## src/rtl/divide_pipe_module.sv

```systemverilog
// ---------------------------------------------------------------------------
// divide_pipe_module
//
// Signed Q-format divider: quotient = (dividend << Q_BITS) / divisor.
// The block uses a non-restoring division on operand magnitudes. Each compute
// cycle retires STEPS quotient bits through an unrolled chain. The block adds
// a runtime rounding mode, saturation and divide-by-zero status, and carries
// an opaque tag through with each operation. It sits between the
// intersection input FIFO and the result FIFO, and uses FIFO-style handshakes.
//
// Parameters
//   Q_BITS   fractional bits of operands and result
//   D_BITS   operand/result width (two's complement)
//   STEPS    quotient bits per compute cycle (1, 2, 3 or 6).
//            (D_BITS+Q_BITS) must be a multiple of STEPS.
//   TAG_BITS width of the pass-through tag
//
// Ports
//   clock, reset_n       rising-edge clock, asynchronous active-low reset
//   dividend, divisor    signed Q-format operands
//   round_mode           0 = truncate toward zero,
//                        1 = round half away from zero
//   tag_in               tag sampled with the operands
//   in_empty / in_rd_en  input FIFO status / one-cycle pop
//   quotient             signed Q-format result (registered, holds value)
//   tag_out              tag of the current result
//   status               {overflow, div_zero}
//   out_full / out_wr_en output FIFO status / one-cycle push
//
// Optional build macro: DIVIDE_REMAINDER_EN
//   When this macro is defined, the block adds a signed remainder output.
//   The remainder takes the sign of the dividend and reads 0 on div_zero or
//   overflow. In that build the rounding bias is disabled so that the
//   remainder is exact.
// ---------------------------------------------------------------------------
module divide_pipe_module #(
    parameter int Q_BITS   = 10,
    parameter int D_BITS   = 32,
    parameter int STEPS    = 1,
    parameter int TAG_BITS = 8
) (
    input  logic                       clock,
    input  logic                       reset_n,
    input  logic signed [D_BITS-1:0]   dividend,
    input  logic signed [D_BITS-1:0]   divisor,
    input  logic                       round_mode,
    input  logic [TAG_BITS-1:0]        tag_in,
    input  logic                       in_empty,
    output logic                       in_rd_en,
    output logic signed [D_BITS-1:0]   quotient,
    output logic [TAG_BITS-1:0]        tag_out,
    output logic [1:0]                 status,
`ifdef DIVIDE_REMAINDER_EN
    output logic signed [D_BITS-1:0]   remainder,
`endif
    input  logic                       out_full,
    output logic                       out_wr_en
);

    localparam int N  = D_BITS + Q_BITS;         // iterations per operation
    localparam int C  = N / STEPS;               // compute cycles
    localparam int CW = (C > 1) ? $clog2(C) : 1;
    localparam int MW = D_BITS + 1;              // magnitude width, holds 2^(D_BITS-1)
    localparam int RW = D_BITS + 3;              // partial remainder, signed
    localparam logic [D_BITS-1:0] MAX_MAG = {1'b0, {(D_BITS-1){1'b1}}};

    typedef enum logic [1:0] {IDLE, CALC, DONE} state_t;

    state_t                state;
    logic [N-1:0]          nq;         // numerator bits shift out of the top, quotient bits shift in at the bottom
    logic signed [RW-1:0]  rem;
    logic [MW-1:0]         dvs_mag;
    logic                  res_neg;    // sign(dividend) ^ sign(divisor)
    logic                  dvd_neg;
    logic                  div_zero;
    logic                  res_ready;  // the first DONE cycle forms the result, and the second cycle offers it
    logic [CW-1:0]         iter;
    logic [TAG_BITS-1:0]   tag_q;

    // Operand magnitudes and the loaded numerator
    logic [MW-1:0]         dvd_ext, dvs_ext_in, dvd_mag_in, dvs_mag_in;
    logic                  round_eff;
    logic [N-1:0]          load_num;

    // NOTE: every signal that always_comb writes gets a default value first,
    //       so that no path can leave the signal unassigned and infer a latch.
    always_comb begin
        dvd_ext    = {dividend[D_BITS-1], dividend};
        dvs_ext_in = {divisor[D_BITS-1], divisor};
        dvd_mag_in = dividend[D_BITS-1] ? -dvd_ext : dvd_ext;
        dvs_mag_in = divisor[D_BITS-1]  ? -dvs_ext_in : dvs_ext_in;
`ifdef DIVIDE_REMAINDER_EN
        round_eff  = 1'b0;
`else
        round_eff  = round_mode;
`endif
        // The largest magnitude 2^(D_BITS-1) shifted by Q_BITS, plus the
        // half-divisor bias, still fits in N bits.
        load_num   = N'({dvd_mag_in, {Q_BITS{1'b0}}});
        if (round_eff)
            load_num = load_num + N'(dvs_mag_in >> 1);
    end

    // Unrolled non-restoring chain. The sign of the trial remainder selects
    // add or subtract, and each new quotient bit is the inverted sign.
    logic signed [RW-1:0] dvs_ext, step_rem, trial, corr_rem;
    logic [N-1:0]         step_nq;

    always_comb begin
        dvs_ext  = {{(RW-MW){1'b0}}, dvs_mag};
        step_rem = rem;
        step_nq  = nq;
        trial    = '0;
        for (int s = 0; s < STEPS; s++) begin
            trial    = {step_rem[RW-2:0], step_nq[N-1]};
            step_rem = step_rem[RW-1] ? (trial + dvs_ext) : (trial - dvs_ext);
            step_nq  = {step_nq[N-2:0], ~step_rem[RW-1]};
        end
        corr_rem = step_rem[RW-1] ? (step_rem + dvs_ext) : step_rem;
    end

    // Saturate and sign the finished magnitude
    logic                fin_ovf, fin_neg;
    logic [D_BITS-1:0]   fin_mag, fin_q;
`ifdef DIVIDE_REMAINDER_EN
    logic [D_BITS-1:0]   rem_mag, fin_rem;
`endif

    always_comb begin
        fin_ovf = 1'b0;
        fin_mag = MAX_MAG;
        fin_neg = dvd_neg;
        if (!div_zero) begin
            fin_ovf = |nq[N-1:D_BITS-1];
            fin_mag = fin_ovf ? MAX_MAG : nq[D_BITS-1:0];
            fin_neg = res_neg;
        end
        fin_q = fin_neg ? -fin_mag : fin_mag;
`ifdef DIVIDE_REMAINDER_EN
        rem_mag = rem[D_BITS-1:0];
        fin_rem = (div_zero || fin_ovf) ? '0 : (dvd_neg ? -rem_mag : rem_mag);
`endif
    end

    // NOTE: sequential state is updated only with non-blocking assignments.
    //       All registers then sample pre-edge values regardless of statement order.
    always_ff @(posedge clock or negedge reset_n) begin
        if (!reset_n) begin
            state     <= IDLE;
            nq        <= '0;
            rem       <= '0;
            dvs_mag   <= '0;
            res_neg   <= 1'b0;
            dvd_neg   <= 1'b0;
            div_zero  <= 1'b0;
            res_ready <= 1'b0;
            iter      <= '0;
            tag_q     <= '0;
            in_rd_en  <= 1'b0;
            out_wr_en <= 1'b0;
            quotient  <= '0;
            tag_out   <= '0;
            status    <= '0;
`ifdef DIVIDE_REMAINDER_EN
            remainder <= '0;
`endif
        end else begin
            in_rd_en  <= 1'b0;
            out_wr_en <= 1'b0;
            unique case (state)
                IDLE: begin
                    if (!in_empty) begin
                        in_rd_en  <= 1'b1;
                        res_neg   <= dividend[D_BITS-1] ^ divisor[D_BITS-1];
                        dvd_neg   <= dividend[D_BITS-1];
                        dvs_mag   <= dvs_mag_in;
                        tag_q     <= tag_in;
                        nq        <= load_num;
                        rem       <= '0;
                        iter      <= '0;
                        res_ready <= 1'b0;
                        div_zero  <= (divisor == '0);
                        state     <= (divisor == '0) ? DONE : CALC;
                    end
                end
                CALC: begin
                    nq   <= step_nq;
                    iter <= iter + 1'b1;
                    if (iter == CW'(C - 1)) begin
                        rem   <= corr_rem;
                        state <= DONE;
                    end else begin
                        rem   <= step_rem;
                    end
                end
                DONE: begin
                    if (!res_ready) begin
                        res_ready <= 1'b1;
                    end else if (!out_full) begin
                        out_wr_en <= 1'b1;
                        quotient  <= fin_q;
                        tag_out   <= tag_q;
                        status    <= {fin_ovf, div_zero};
`ifdef DIVIDE_REMAINDER_EN
                        remainder <= fin_rem;
`endif
                        res_ready <= 1'b0;
                        state     <= IDLE;
                    end
                end
                default: state <= IDLE;
            endcase
        end
    end

endmodule
```

## config.mk

```make
export PLATFORM = sky130hd
export DESIGN_NAME = divide_pipe_module
export DESIGN_NICKNAME = d
export VERILOG_FILES = /design/src/rtl/divide_pipe_module.sv
export SDC_FILE = /design/constraint.sdc
export NUM_CORES = 1
export LEC_CHECK = 0
export CORE_MARGIN = 5
export CORE_UTILIZATION = 45
export CTS_CLUSTER_DIAMETER = 150
export DETAILED_ROUTE_END_ITERATION = 8
export PLACE_DENSITY = 0.75
export SKIP_LAST_GASP = 1
export SYNTH_ARGS = -nofsm -noshare
export SYNTH_HDL_FRONTEND = slang
export SYNTH_SLANG_ARGS = --single-unit
export TNS_END_PERCENT = 50
```

## constraint.sdc

```tcl
create_clock -name clock -period 7.4 [get_ports clock]
set_clock_uncertainty 0.2 [all_clocks]
set_input_delay 0.74 -clock clock [delete_from_list [all_inputs] [get_ports clock]]
set_output_delay 0.74 -clock clock [all_outputs]
set_load 0.01 [all_outputs]
```

==> report_table.html <==
<table>
<tr><th>Metric</th><th>Value</th></tr>
<tr><th colspan="2">Routing</th></tr>
<tr><td>Count of unresolved DRC violations after routing</td><td>0</td></tr>
<tr><td>Routed wire length</td><td>45.3 mm</td></tr>
<tr><td>Remaining antenna violation count after routing</td><td>0</td></tr>
<tr><td>WL per Instance</td><td>19.1 um</td></tr>
<tr><td>Average vias per placed instance</td><td>6.02</td></tr>
<tr><td>Detailed-routing iteration count for the pre-antenna-repair pass</td><td>5</td></tr>
<tr><td>Detailed router's first-iteration violation count</td><td>1128</td></tr>
<tr><td>Total via count after detailed routing</td><td>14300</td></tr>
<tr><th colspan="2">Timing</th></tr>
<tr><td>Least-Margin Pin Slew</td><td>1.06 ns</td></tr>
<tr><td>Worst slack on hold paths</td><td>0.271 ns</td></tr>
<tr><td>RSZ-0062 raised after global routing</td><td>no</td></tr>
<tr><td>Final TNS setup</td><td>0 ns</td></tr>
<tr><td>Final setup violation count</td><td>0</td></tr>
<tr><td>Minimum period implied by the final worst setup slack</td><td>6.75 ns</td></tr>
<tr><td>Final clock period utilization by the worst path</td><td>0.912</td></tr>
<tr><td>Final Hold Violating Endpoints</td><td>0</td></tr>
<tr><td>Final slew viol count</td><td>0</td></tr>
<tr><td>Max-slew headroom</td><td>0.295</td></tr>
<tr><td>Setup WS post-layout</td><td>0.651 ns</td></tr>
<tr><td>Max Fclk</td><td>148 MHz</td></tr>
<tr><th colspan="2">GRT</th></tr>
<tr><td>GR Layer Usage met2</td><td>0.403</td></tr>
<tr><td>Top Usage Layer GRT</td><td>met2</td></tr>
<tr><td>Via count of the first global-routing pass</td><td>13700</td></tr>
<tr><td>Met1 track demand over resource in global routing</td><td>0.331</td></tr>
<tr><td>Gr ovfl total</td><td>0</td></tr>
<tr><td>Global Route met3 Usage</td><td>0.0292</td></tr>
<tr><td>Global router's overall resource usage</td><td>0.247</td></tr>
<tr><td>Number of antenna violations at the first check in global routing</td><td>1</td></tr>
<tr><td>Largest net degree at the start of global routing</td><td>84</td></tr>
<tr><td>First-pass GRT wire length</td><td>72.8 mm</td></tr>
<tr><th colspan="2">Logic synthesis</th></tr>
<tr><td>Largest area contributor in the netlist</td><td>dfrtp_1</td></tr>
<tr><td>Area share of the leading cell type in the synthesized netlist</td><td>0.295</td></tr>
<tr><td>Count of warnings emitted by yosys</td><td>0</td></tr>
<tr><td>Top flip-flop cell by instance count after synthesis</td><td>dfrtp_1</td></tr>
<tr><td>Syn Inst Count</td><td>1838</td></tr>
<tr><td>Share of flip-flops with an asynchronous set or reset after synthesis</td><td>1.00</td></tr>
<tr><td>Net count after synthesis</td><td>2017</td></tr>
<tr><td>Ranking of synthesized cells by area</td><td>dfrtp_1 29%, ha_1 8.4%, xnor2_1 6.3%</td></tr>
<tr><td>Sequential cell area fraction in the yosys report</td><td>0.295</td></tr>
<tr><td>Post-synthesis register bit count</td><td>174</td></tr>
<tr><td>Dominant cell by count in the synthesized netlist</td><td>nand2_1</td></tr>
<tr><td>Synthesized area per cell</td><td>8.04 sq um</td></tr>
<tr><td>Mapped cell area</td><td>14800 sq um</td></tr>
<tr><td>Number of different library cells in the post-synthesis netlist</td><td>83</td></tr>
<tr><td>Ranking of synthesized cells by instance count</td><td>244 x nand2_1, 174 x dfrtp_1, 154 x o21ai_0</td></tr>
<tr><td>Number of synthesized flops with an enable pin</td><td>0</td></tr>
<tr><th colspan="2">Placed design</th></tr>
<tr><td>Weighted congestion at the end of routability-driven global placement</td><td>0.959</td></tr>
<tr><td>Post-place setup slack</td><td>0.534 ns</td></tr>
<tr><td>Dpl cells</td><td>2334</td></tr>
<tr><td>Buffers added on ports</td><td>120</td></tr>
<tr><td>Post-DP HPWL</td><td>34.7 mm</td></tr>
<tr><td>Instance area after placement</td><td>16300 sq um</td></tr>
<tr><th colspan="2">Cells and area</th></tr>
<tr><td>Post-Layout Inst Area</td><td>16900 sq um</td></tr>
<tr><td>Area growth syn-to-layout</td><td>14.6%</td></tr>
<tr><td>Multi-input combinational cell area</td><td>9950 sq um</td></tr>
<tr><td>Final layout net count</td><td>2091</td></tr>
<tr><td>Post-layout util</td><td>0.522</td></tr>
<tr><td>Fill cells</td><td>3022</td></tr>
<tr><td>Sequential cell area in the final layout</td><td>4350 sq um</td></tr>
<tr><td>Ratio of cells with drive above 1 in the final layout</td><td>0.0431</td></tr>
<tr><td>Finished Layout Cells</td><td>2368</td></tr>
<tr><th colspan="2">Floorplan</th></tr>
<tr><td>Die Height</td><td>191 um</td></tr>
<tr><td>Std cell rows</td><td>66</td></tr>
<tr><td>Die span in x</td><td>191 um</td></tr>
<tr><td>Die Area</td><td>36600 sq um</td></tr>
<tr><td>Ports placed on the boundary</td><td>121</td></tr>
<tr><td>Core box area</td><td>32500 sq um</td></tr>
<tr><td>Starting density of the core</td><td>0.455</td></tr>
<tr><th colspan="2">Setup path</th></tr>
<tr><td>Kind of end point of the critical path</td><td>register</td></tr>
<tr><td>Required time at the endpoint of the critical path</td><td>7.47 ns</td></tr>
<tr><td>Type of the worst setup path</td><td>register to register</td></tr>
<tr><td>Critical path data arrival time</td><td>6.82 ns</td></tr>
<tr><td>Largest fanout on the critical path</td><td>7</td></tr>
<tr><td>Worst Setup Start Kind</td><td>register</td></tr>
<tr><th colspan="2">Clock tree</th></tr>
<tr><td>CTS buffer count</td><td>17</td></tr>
<tr><td>Clock-pin slew on the worst setup and hold paths</td><td>0.08 ns</td></tr>
<tr><td>Clock sink total</td><td>174</td></tr>
<tr><td>Count of buffers added by post-CTS timing repair for setup</td><td>0</td></tr>
<tr><td>Maximum buffer depth of the clock tree</td><td>2</td></tr>
<tr><td>H-tree depth</td><td>4</td></tr>
<tr><td>CTS root buffer</td><td>clkbuf_16</td></tr>
<tr><td>Clock network latency to the later pin of the worst-skew pair</td><td>0.44 ns</td></tr>
<tr><td>CTS tree</td><td>yes</td></tr>
<tr><th colspan="2">Power</th></tr>
<tr><td>Static Leak</td><td>7.14 nW</td></tr>
<tr><td>Maximum vdd drop</td><td>302 uV</td></tr>
<tr><td>Power density over the cells</td><td>532 nW/um^2</td></tr>
<tr><td>Overall Power</td><td>9.01 mW</td></tr>
<tr><th colspan="2">Status</th></tr>
<tr><td>Run status</td><td>finished, final reports clean</td></tr>
<tr><th colspan="2">Hold path</th></tr>
<tr><td>Hold crit path type</td><td>register to register</td></tr>
<tr><th colspan="2">Flow run</th></tr>
<tr><td># Max-Cap Violations</td><td>0</td></tr>
</table>
==> sequential cells by signal, indices dropped and copies added, names as in the netlist <==
signal	cells
nq	42
in_rd_en	1
res_ready	1
iter	6
status	2
quotient	32
dvd_neg	1
res_neg	1
rem	35
out_wr_en	1
tag_q	8
tag_out	8
div_zero	1
state	2
dvs_mag	33
==> cell type report <==
type                    count  area share
inverters                  46      0.0102
well taps                 442      0.0326
clock inverters            12     0.00820
multi-input cells        1538       0.587
clock buffers              20      0.0270
repair buffers            135      0.0778
flip-flops and latches    174       0.257
diodes                      1    0.000148
==> worst max-delay path, cell delays in order, from the launching register on <==
cell	delay (ns)
dfrtp_1	0.44
inv_1	0.13
ha_1	0.26
nor4b_1	0.35
and2_1	0.32
nand2_1	0.17
nor4_1	0.19
nor2_1	0.09
xor2_1	0.22
ha_1	0.35
a221o_1	0.37
a21o_1	0.18
a21oi_1	0.26
o21a_1	0.18
o31ai_1	0.11
a21o_1	0.19
a21oi_1	0.16
xnor2_1	0.18
ha_1	0.35
o21ai_0	0.18
a21oi_1	0.08
o21ai_0	0.20
a21oi_1	0.10
a41oi_1	0.39
o2111ai_1	0.21
a31oi_1	0.20
nor3_1	0.08
o21ai_1	0.42
==> cells in the final DEF, fill, tap and decap left out, types with 16 or more instances in the layout <==
cell type,netlist,final
nand2_1,244,244
o21ai_1,41,42
nor3_1,45,45
nor4_1,16,16
or3_1,26,25
nand2b_1,17,16
dfrtp_1,174,174
clkdlybuf4s50_1,0,119
a22oi_1,16,16
inv_1,45,45
mux2i_1,36,36
o21ai_0,154,153
clkbuf_16,0,17
nand3_1,57,57
a31oi_1,23,23
ha_1,99,99
xnor2_1,106,106
a21o_1,30,30
a21oi_1,145,145
xor2_1,79,79
nor2_1,140,139
nand4_1,16,16
o31ai_1,24,24
==> worst paths after layout <==
| check | startpoint | endpoint | slack [ns] | depth (start not counted) |
|---|---|---|---|---|
| min reg2reg | tag_q[7]$_DFFE_PN0P_ | tag_out[7]$_DFFE_PN0P_ | 0.27 | 2 |
| max in group asynchronous | reset_n | iter[1]$_DFFE_PN0P_ | 5.05 | 3 |
| min in group asynchronous | reset_n | rem[3]$_DFFE_PN0P_ | 0.55 | 2 |
| max reg2reg | dvs_mag[1]$_DFFE_PN0P_ | rem[34]$_DFFE_PN0P_ | 0.65 | 27 |
| max | dvs_mag[1]$_DFFE_PN0P_ | rem[34]$_DFFE_PN0P_ | 0.65 | 27 |
| min | tag_q[7]$_DFFE_PN0P_ | tag_out[7]$_DFFE_PN0P_ | 0.27 | 2 |
==> power breakdown <==
part	internal (mW)	switching [mW]	total, mW	leakage [nW]
Sequential	1.23	0.301	1.53	2.15
Clock	0.497	0.442	0.939	0.287
Combinational	2.69	3.85	6.54	4.70
Total	4.41	4.60	9.01	7.14
==> per-layer routing <==
layer  wire length (um)  vias to the layer above
li1                   -                     6834
met1              20200                     6758
met2              20900                      550
met3               2270                      109
met4               1950                        0
met5                  0                        -
==> cells by family (layout without fill, tap and decap cells) <==
logic type / Yosys count / in the layout / share of synthesized area
and+or+nand+nor: 639 / 639 / 0.205
AOI/OAI and AO/OA: 569 / 569 / 0.239
xor gates and xnor gates: 186 / 186 / 0.111
DFF: 174 / 174 / 0.295
buffers and inverters: 126 / 213 / 0.0342
adders and majority gates: 102 / 102 / 0.0879
muxes: 41 / 41 / 0.0282
other: 1 / 2 / 0.000254
==> repair_timing <==
action,CTS,global route
endpoints found under the hold margin,28,0
gates resized for setup,0,1
setup endpoints to repair,0,1
hold buffers,1,0
(Power assumes the default switching activity.)
